--- src/rtl/disp_source_ctrl.sv ---
// rtl/disp_source_ctrl.sv - registered display-source selector with RAM memory view
// Optional channel auto-scan is built only when DISP_AUTO_SCAN_EN is defined.
module disp_source_ctrl #(
    parameter int               DATA_W     = 32,
    parameter int               CNT_W      = 16,
    parameter int               NCH        = 6,
    parameter int               SEL_W      = 3,
    parameter int               MEM_SEL    = 6,
    parameter logic [NCH-1:0]   CH_LEFT    = 6'b111100,
    parameter int               ADDR_W     = 12,
    parameter int               RAM_LAT    = 1,
    parameter int               SCAN_TICKS = 50000000
) (
    input  logic                  clk,
    input  logic                  reset,
    input  logic [SEL_W-1:0]      sel,
    input  logic [NCH*DATA_W-1:0] ch_data,
    input  logic [ADDR_W-1:0]     in_addr,
    input  logic                  refresh,
    input  logic                  hold,
    input  logic                  scan_en,
    input  logic [DATA_W-1:0]     mem_rdata,
    output logic                  mem_req,
    output logic [ADDR_W-1:0]     mem_addr,
    output logic                  mem_busy,
    output logic                  mem_valid,
    output logic [SEL_W-1:0]      disp_sel_cur,
    output logic [DATA_W-1:0]     disp_out
);

    typedef enum logic [1:0] {M_IDLE, M_REQ, M_WAIT, M_DONE} mstate_t;

    localparam logic [SEL_W-1:0] MEM_CODE = SEL_W'(MEM_SEL);
    localparam logic [SEL_W-1:0] NCH_CODE = SEL_W'(NCH);
    localparam logic [2:0]       LAT_LAST = 3'(RAM_LAT);

    logic             scan_active;
    logic [SEL_W-1:0] scan_sel;
    logic [SEL_W-1:0] eff_sel;
    logic [SEL_W-1:0] ch_idx;
    logic             mem_mode;
    logic [DATA_W-1:0] ch_word;
    logic [DATA_W-1:0] ch_raw;

`ifdef DISP_AUTO_SCAN_EN
    localparam int               SCNT_W    = (SCAN_TICKS > 1) ? $clog2(SCAN_TICKS) : 1;
    localparam logic [SCNT_W-1:0] SCNT_LAST = SCNT_W'(SCAN_TICKS - 1);
    localparam logic [SEL_W-1:0]  IDX_LAST  = SEL_W'(NCH - 1);

    logic [SCNT_W-1:0] scan_cnt_q, scan_cnt_d;
    logic [SEL_W-1:0]  scan_idx_q, scan_idx_d;

    // Dropping scan_en clears the walk so the next enable restarts at channel 0.
    always_comb begin
        scan_cnt_d = '0;
        scan_idx_d = '0;
        if (scan_en) begin
            if (scan_cnt_q == SCNT_LAST) begin
                scan_idx_d = (scan_idx_q == IDX_LAST) ? '0 : scan_idx_q + 1'b1;
            end else begin
                scan_cnt_d = scan_cnt_q + 1'b1;
                scan_idx_d = scan_idx_q;
            end
        end
    end

    always_ff @(posedge clk or posedge reset) begin
        if (reset) begin
            scan_cnt_q <= '0;
            scan_idx_q <= '0;
        end else begin
            scan_cnt_q <= scan_cnt_d;
            scan_idx_q <= scan_idx_d;
        end
    end

    assign scan_active = scan_en;
    assign scan_sel    = scan_idx_q;
`else
    logic unused_scan;
    assign unused_scan = scan_en ^ (SCAN_TICKS == 0);
    assign scan_active = 1'b0;
    assign scan_sel    = '0;
`endif

    assign eff_sel  = scan_active ? scan_sel : sel;
    assign mem_mode = (eff_sel == MEM_CODE);
    assign ch_idx   = (eff_sel < NCH_CODE) ? eff_sel : '0;

    always_comb begin
        ch_raw = '0;
        for (int i = 0; i < NCH; i++) begin
            if (ch_idx == SEL_W'(i)) begin
                ch_raw = ch_data[i*DATA_W +: DATA_W];
            end
        end
        ch_word = ch_raw;
        for (int i = 0; i < NCH; i++) begin
            if (ch_idx == SEL_W'(i) && CH_LEFT[i]) begin
                ch_word = ch_raw << (DATA_W - CNT_W);
            end
        end
    end

    mstate_t           state_q, state_d;
    logic [ADDR_W-1:0] mem_addr_q, mem_addr_d;
    logic              mem_busy_q, mem_busy_d;
    logic              mem_valid_q, mem_valid_d;
    logic [2:0]        lat_q, lat_d;
    logic              pend_q, pend_d;
    logic [DATA_W-1:0] mdata_q, mdata_d;
    logic [DATA_W-1:0] disp_q, disp_d;
    logic [SEL_W-1:0]  sel_cur_q, sel_cur_d;
    logic              rd_done;

    // A refresh seen mid-read is remembered so it still triggers one re-read after M_DONE.
    always_comb begin
        state_d     = state_q;
        mem_addr_d  = mem_addr_q;
        mem_busy_d  = mem_busy_q;
        mem_valid_d = mem_valid_q;
        lat_d       = lat_q;
        pend_d      = pend_q;
        mdata_d     = mdata_q;
        rd_done     = 1'b0;
        if (!mem_mode) begin
            state_d     = M_IDLE;
            mem_busy_d  = 1'b0;
            mem_valid_d = 1'b0;
            pend_d      = 1'b0;
            lat_d       = '0;
        end else begin
            case (state_q)
                M_IDLE: begin
                    state_d     = M_REQ;
                    mem_addr_d  = in_addr;
                    mem_busy_d  = 1'b1;
                    mem_valid_d = 1'b0;
                end
                M_REQ: begin
                    state_d = M_WAIT;
                    lat_d   = 3'd1;
                    pend_d  = pend_q | refresh;
                end
                M_WAIT: begin
                    pend_d = pend_q | refresh;
                    if (lat_q == LAT_LAST) begin
                        state_d     = M_DONE;
                        mdata_d     = mem_rdata;
                        mem_busy_d  = 1'b0;
                        mem_valid_d = 1'b1;
                        rd_done     = 1'b1;
                    end else begin
                        lat_d = lat_q + 3'd1;
                    end
                end
                M_DONE: begin
                    if (pend_q || refresh || (in_addr != mem_addr_q)) begin
                        state_d     = M_REQ;
                        mem_addr_d  = in_addr;
                        mem_busy_d  = 1'b1;
                        mem_valid_d = 1'b0;
                        pend_d      = 1'b0;
                    end
                end
                default: state_d = M_IDLE;
            endcase
        end
    end

    // Under hold the display is frozen; mdata_q lets it catch up once hold drops.
    always_comb begin
        disp_d    = disp_q;
        sel_cur_d = sel_cur_q;
        if (!hold) begin
            if (mem_mode) begin
                sel_cur_d = MEM_CODE;
                if (rd_done) begin
                    disp_d = mem_rdata;
                end else if (state_q == M_DONE) begin
                    disp_d = mdata_q;
                end
            end else begin
                sel_cur_d = ch_idx;
                disp_d    = ch_word;
            end
        end
    end

    always_ff @(posedge clk or posedge reset) begin
        if (reset) begin
            state_q     <= M_IDLE;
            mem_addr_q  <= '0;
            mem_busy_q  <= 1'b0;
            mem_valid_q <= 1'b0;
            lat_q       <= '0;
            pend_q      <= 1'b0;
            mdata_q     <= '0;
            disp_q      <= '0;
            sel_cur_q   <= '0;
        end else begin
            state_q     <= state_d;
            mem_addr_q  <= mem_addr_d;
            mem_busy_q  <= mem_busy_d;
            mem_valid_q <= mem_valid_d;
            lat_q       <= lat_d;
            pend_q      <= pend_d;
            mdata_q     <= mdata_d;
            disp_q      <= disp_d;
            sel_cur_q   <= sel_cur_d;
        end
    end

    assign mem_req      = (state_q == M_REQ) && mem_mode;
    assign mem_addr     = mem_addr_q;
    assign mem_busy     = mem_busy_q;
    assign mem_valid    = mem_valid_q;
    assign disp_sel_cur = sel_cur_q;
    assign disp_out     = disp_q;

endmodule

--- config.mk ---
export PLATFORM = sky130hd
export DESIGN_NAME = disp_source_ctrl
export DESIGN_NICKNAME = d
export VERILOG_FILES = /design/src/rtl/disp_source_ctrl.sv
export SDC_FILE = /design/constraint.sdc
export NUM_CORES = 1
export LEC_CHECK = 0
export CAP_MARGIN = 20
export CORE_MARGIN = 5
export CORE_UTILIZATION = 42
export DETAILED_ROUTE_END_ITERATION = 10
export GPL_ROUTABILITY_DRIVEN = 0
export GPL_TIMING_DRIVEN = 1
export HOLD_SLACK_MARGIN = 0.05
export PLACE_DENSITY = 0.87
export SYNTH_ARGS = -nofsm -noshare
export SYNTH_HDL_FRONTEND = slang
export SYNTH_SLANG_ARGS = --single-unit
--- constraint.sdc ---
create_clock -name clk -period 6.3 [get_ports clk]
set_input_delay 1.26 -clock clk [delete_from_list [all_inputs] [get_ports clk]]
set_output_delay 1.26 -clock clk [all_outputs]
set_load 0.005 [all_outputs]
==> impl_metrics.py <==
metrics = {
    "drt": {
        "drc": 0,
        "first_iter_violations": 346,
        "routed_wl_um": 18100,
        "ant_nets": 0,
        "wl_per_cell_um": 20.5,
        "avgViaCountPerCell": 5.52,
        "dr.pass1.iters": 5,
        "num_vias": 4879,
    },
    "yosys": {
        "async_flop_share_pct": 100,
        "yosys-top-cells-area": "dfrtp_1 (42%), mux2_2 (9.8%), mux2i_1 (6.4%)",
        "yosysTopAreaCellShare_pct": 41.9,
        "ys.flop_type": "dfrtp_1",
        "synth_edf_count": 0,
        "ys_types": 53,
        "ys_warn_count": 0,
        "syn-num-nets": 751,
        "seq_area_frac_synth_pct": 41.9,
        "syn_area_per_cell_um2": 10.4,
        "synthCells": 501,
        "synth_seq_cells": 87,
        "yosys.area.top_type": "dfrtp_1",
        "syn_area_um2": 5190,
    },
    "setup_path": {
        "rr_worst_depth": 7,
        "r2r_start": "state_q[0]$_DFFE_PP0P_",
        "slowest_stage": "clkdlybuf4s50_1",
        "path_class": "primary input to output port",
        "crit_start": "sel[2]",
        "startpoint_type": "primary input",
        "rr_endpoint": "disp_out[12]$_DFFE_PP0P_",
        "r2r_slack_ns": 2.95,
        "worstPathRequired_ns": 5.04,
        "path_cells": "clkdlybuf4s50_1 -> buf_4 -> nand2_4 -> nor2_2 -> and2_1 -> clkdlybuf4s50_1",
        "endpoint_kind": "output port",
        "cp.arrival_ns": 3.08,
        "crit_fanout": 35,
        "cp_common_cell": "clkdlybuf4s50_1",
        "crit_end": "mem_req",
        "critical_path.max_stage_delay_ns": 0.50,
    },
    "layout": {
        "syn2layout_area_growth_pct": 51.3,
        "utilization_pct": 65.1,
        "layout.nets": 961,
        "fill_cells": 961,
        "diodes": 0,
        "drive_gt1_share_pct": 11.9,
        "final_cell_mix": "clkdlybuf4s50_1 (227), dfrtp_1 (87), mux2_2 (45), nand2_1 (43), a21oi_1 (35)",
        "final_common_cell": "clkdlybuf4s50_1",
    },
    "floorplan": {
        "io_pins": 294,
        "coreArea_um2": 12100,
        "fp.dieH_um": 121,
        "initial_core_util_pct": 43.0,
        "die-area_um2": 14700,
        "rows": 40,
        "die_w_um": 121,
    },
    "pwr": {
        "p_per_area_nw_per_um2": 198,
        "clkPwrFrac_pct": 31.9,
        "power.internal_mw": 1.15,
        "vdd_drop_max_v": 0.000128,
        "p_leak_nw": 3.30,
        "power_frac_seq_pct": 41.0,
        "power.total_mw": 1.55,
        "p_switching_mw": 0.404,
        "p_sw_share_pct": 26.0,
        "comb_power_share_pct": 27.1,
    },
    "job": {
        "maxCapViolations": 0,
    },
    "placed_design": {
        "port_buffers": 228,
        "dp_hpwl_um": 13600,
    },
    "timing": {
        "rsz0062_at_grt": "no",
        "worst_pin_slew_ns": 1.00,
        "skew_ns": 0.00569,
        "clock.fmax_ghz": 0.231,
        "tns_ns": 0,
        "drv_slew": 0,
        "relSlewSlack_pct": 33.3,
        "hold_violations": 0,
        "setup_viol": 0,
        "layout_min_cycle_time_ns": 4.34,
        "finalCritPeriodShare_pct": 68.8,
    },
    "clock_network": {
        "cts.repair.resized": 0,
        "hold_buffers": 0,
        "clkSinkCount": 87,
        "cts_tree": "built",
        "cts_setup_buffers": 0,
        "numCtsBuffers": 9,
        "clk_pin_slew_ns": 0.06,
        "cts_root_buf": "clkbuf_16",
        "cts.htree.levels": 3,
        "clk_latency_ns": 0.33,
        "ctsLongestPathBuffers": 2,
    },
    "grt": {
        "antenna_found_initial": 0,
        "grt_pass1_vias": 5366,
        "track_usage_pct": 24.4,
        "grt_overflow": 0,
        "grt_max_degree": 88,
        "grt_pass1_wl_um": 28300,
    },
    "run_status": {
        "status": "finished, final reports clean",
    },
    "hold_path": {
        "hold_path_class": "register to register",
    },
}
## Yosys cell counts, types with 6 or more instances
| cell type | n |
|---|---|
| inv_1 | 9 |
| o21ai_1 | 11 |
| nand2b_1 | 8 |
| buf_2 | 12 |
| ha_1 | 6 |
| o31ai_1 | 6 |
| a222oi_1 | 8 |
| nor2_1 | 31 |
| o22ai_1 | 18 |
| a221oi_1 | 9 |
| mux2i_1 | 33 |
| mux2_4 | 8 |
| o21ai_0 | 20 |
| dfrtp_1 | 87 |
| clkbuf_1 | 12 |
| a21oi_1 | 35 |
| nand2_1 | 43 |
| xor2_1 | 12 |
| mux2_2 | 45 |
| a22oi_1 | 6 |
| mux2_1 | 11 |
## power by group through the flow
stage | sequential, mW | combinational (mW) | clock (mW)
after floorplan | 0.648 | 0.158 | 0
after global routing | 0.643 | 0.453 | 0.534
after CTS | 0.637 | 0.422 | 0.506
after global placement | 0.643 | 0.408 | 0
after detailed placement | 0.647 | 0.419 | 0
final | 0.637 | 0.421 | 0.495
## flip-flops by register name (all words and copies together) (netlist names)
| signal | cells |
|---|---|
| pend_q | 1 |
| disp_out | 32 |
| mem_busy | 1 |
| state_q | 2 |
| mem_valid | 1 |
| mdata_q | 32 |
| lat_q | 3 |
| mem_addr | 12 |
| disp_sel_cur | 3 |
## stage by stage
step	cells	setup slack [ns]	instance area, um^2	hold slack, ns
finish	884	1.96	7850	0.480
global route	884	1.88	7850	0.493
CTS	881	1.96	7790	0.480
detailed placement	865	1.90	7520	0.465
global placement	865	1.98	7520	0.462
floorplan	501	2.66	5190	0.447
## layer usage
| layer | global-route usage [%] | share of wire, % |
|---|---|---|
| met4 | 8.82 | 2.9 |
| met5 | 0 | 0 |
| met3 | 6.81 | 9.4 |
| met2 | 42.8 | 51 |
| met1 | 28.4 | 37 |
## critical path: cells and delay by family
kind	cells	cell delay (ns)
buf+inv	3	1.34
simple gates	3	0.45
## cells by family (layout without fill, tap and decap cells)
| group | Yosys count | after routing | share of synthesized area (%) |
|---|---|---|---|
| adder cells (fa/ha/maj) | 6 | 6 | 1.45 |
| AND/OR/NAND/NOR | 106 | 106 | 9.84 |
| AO/OA/AOI/OAI | 144 | 144 | 18.3 |
| multiplexers | 99 | 99 | 21.7 |
| flip-flops | 87 | 87 | 41.9 |
| buffers and inverters | 46 | 261 | 4.56 |
| XOR/XNOR | 13 | 13 | 2.19 |
## worst min-delay path by stage
stage                                         from                  endpoint  slack [ns]  cells after the start
after floorplan            mdata_q[23]$_DFFE_PP0P_   mdata_q[23]$_DFFE_PP0P_        0.45                      2
after global placement     mdata_q[30]$_DFFE_PP0P_   mdata_q[30]$_DFFE_PP0P_        0.46                      1
after detailed placement   mdata_q[23]$_DFFE_PP0P_   mdata_q[23]$_DFFE_PP0P_        0.47                      2
after CTS                  mdata_q[23]$_DFFE_PP0P_   mdata_q[23]$_DFFE_PP0P_        0.48                      2
after global routing      disp_out[23]$_DFFE_PP0P_  disp_out[23]$_DFFE_PP0P_        0.49                      2
final                      mdata_q[23]$_DFFE_PP0P_   mdata_q[23]$_DFFE_PP0P_        0.48                      2
## cell type report
class	count	area (um^2)	share of cell area, %
clock buffer	12	256	3.27
clock inverter	4	20.0	0.255
inverter	10	40.0	0.510
multi-input combinational	368	2780	35.4
sequential	87	2180	27.7
tap	168	210	2.68
timing repair buffer	235	2370	30.2
No activity file was read; power rests on OpenSTA's default activity.
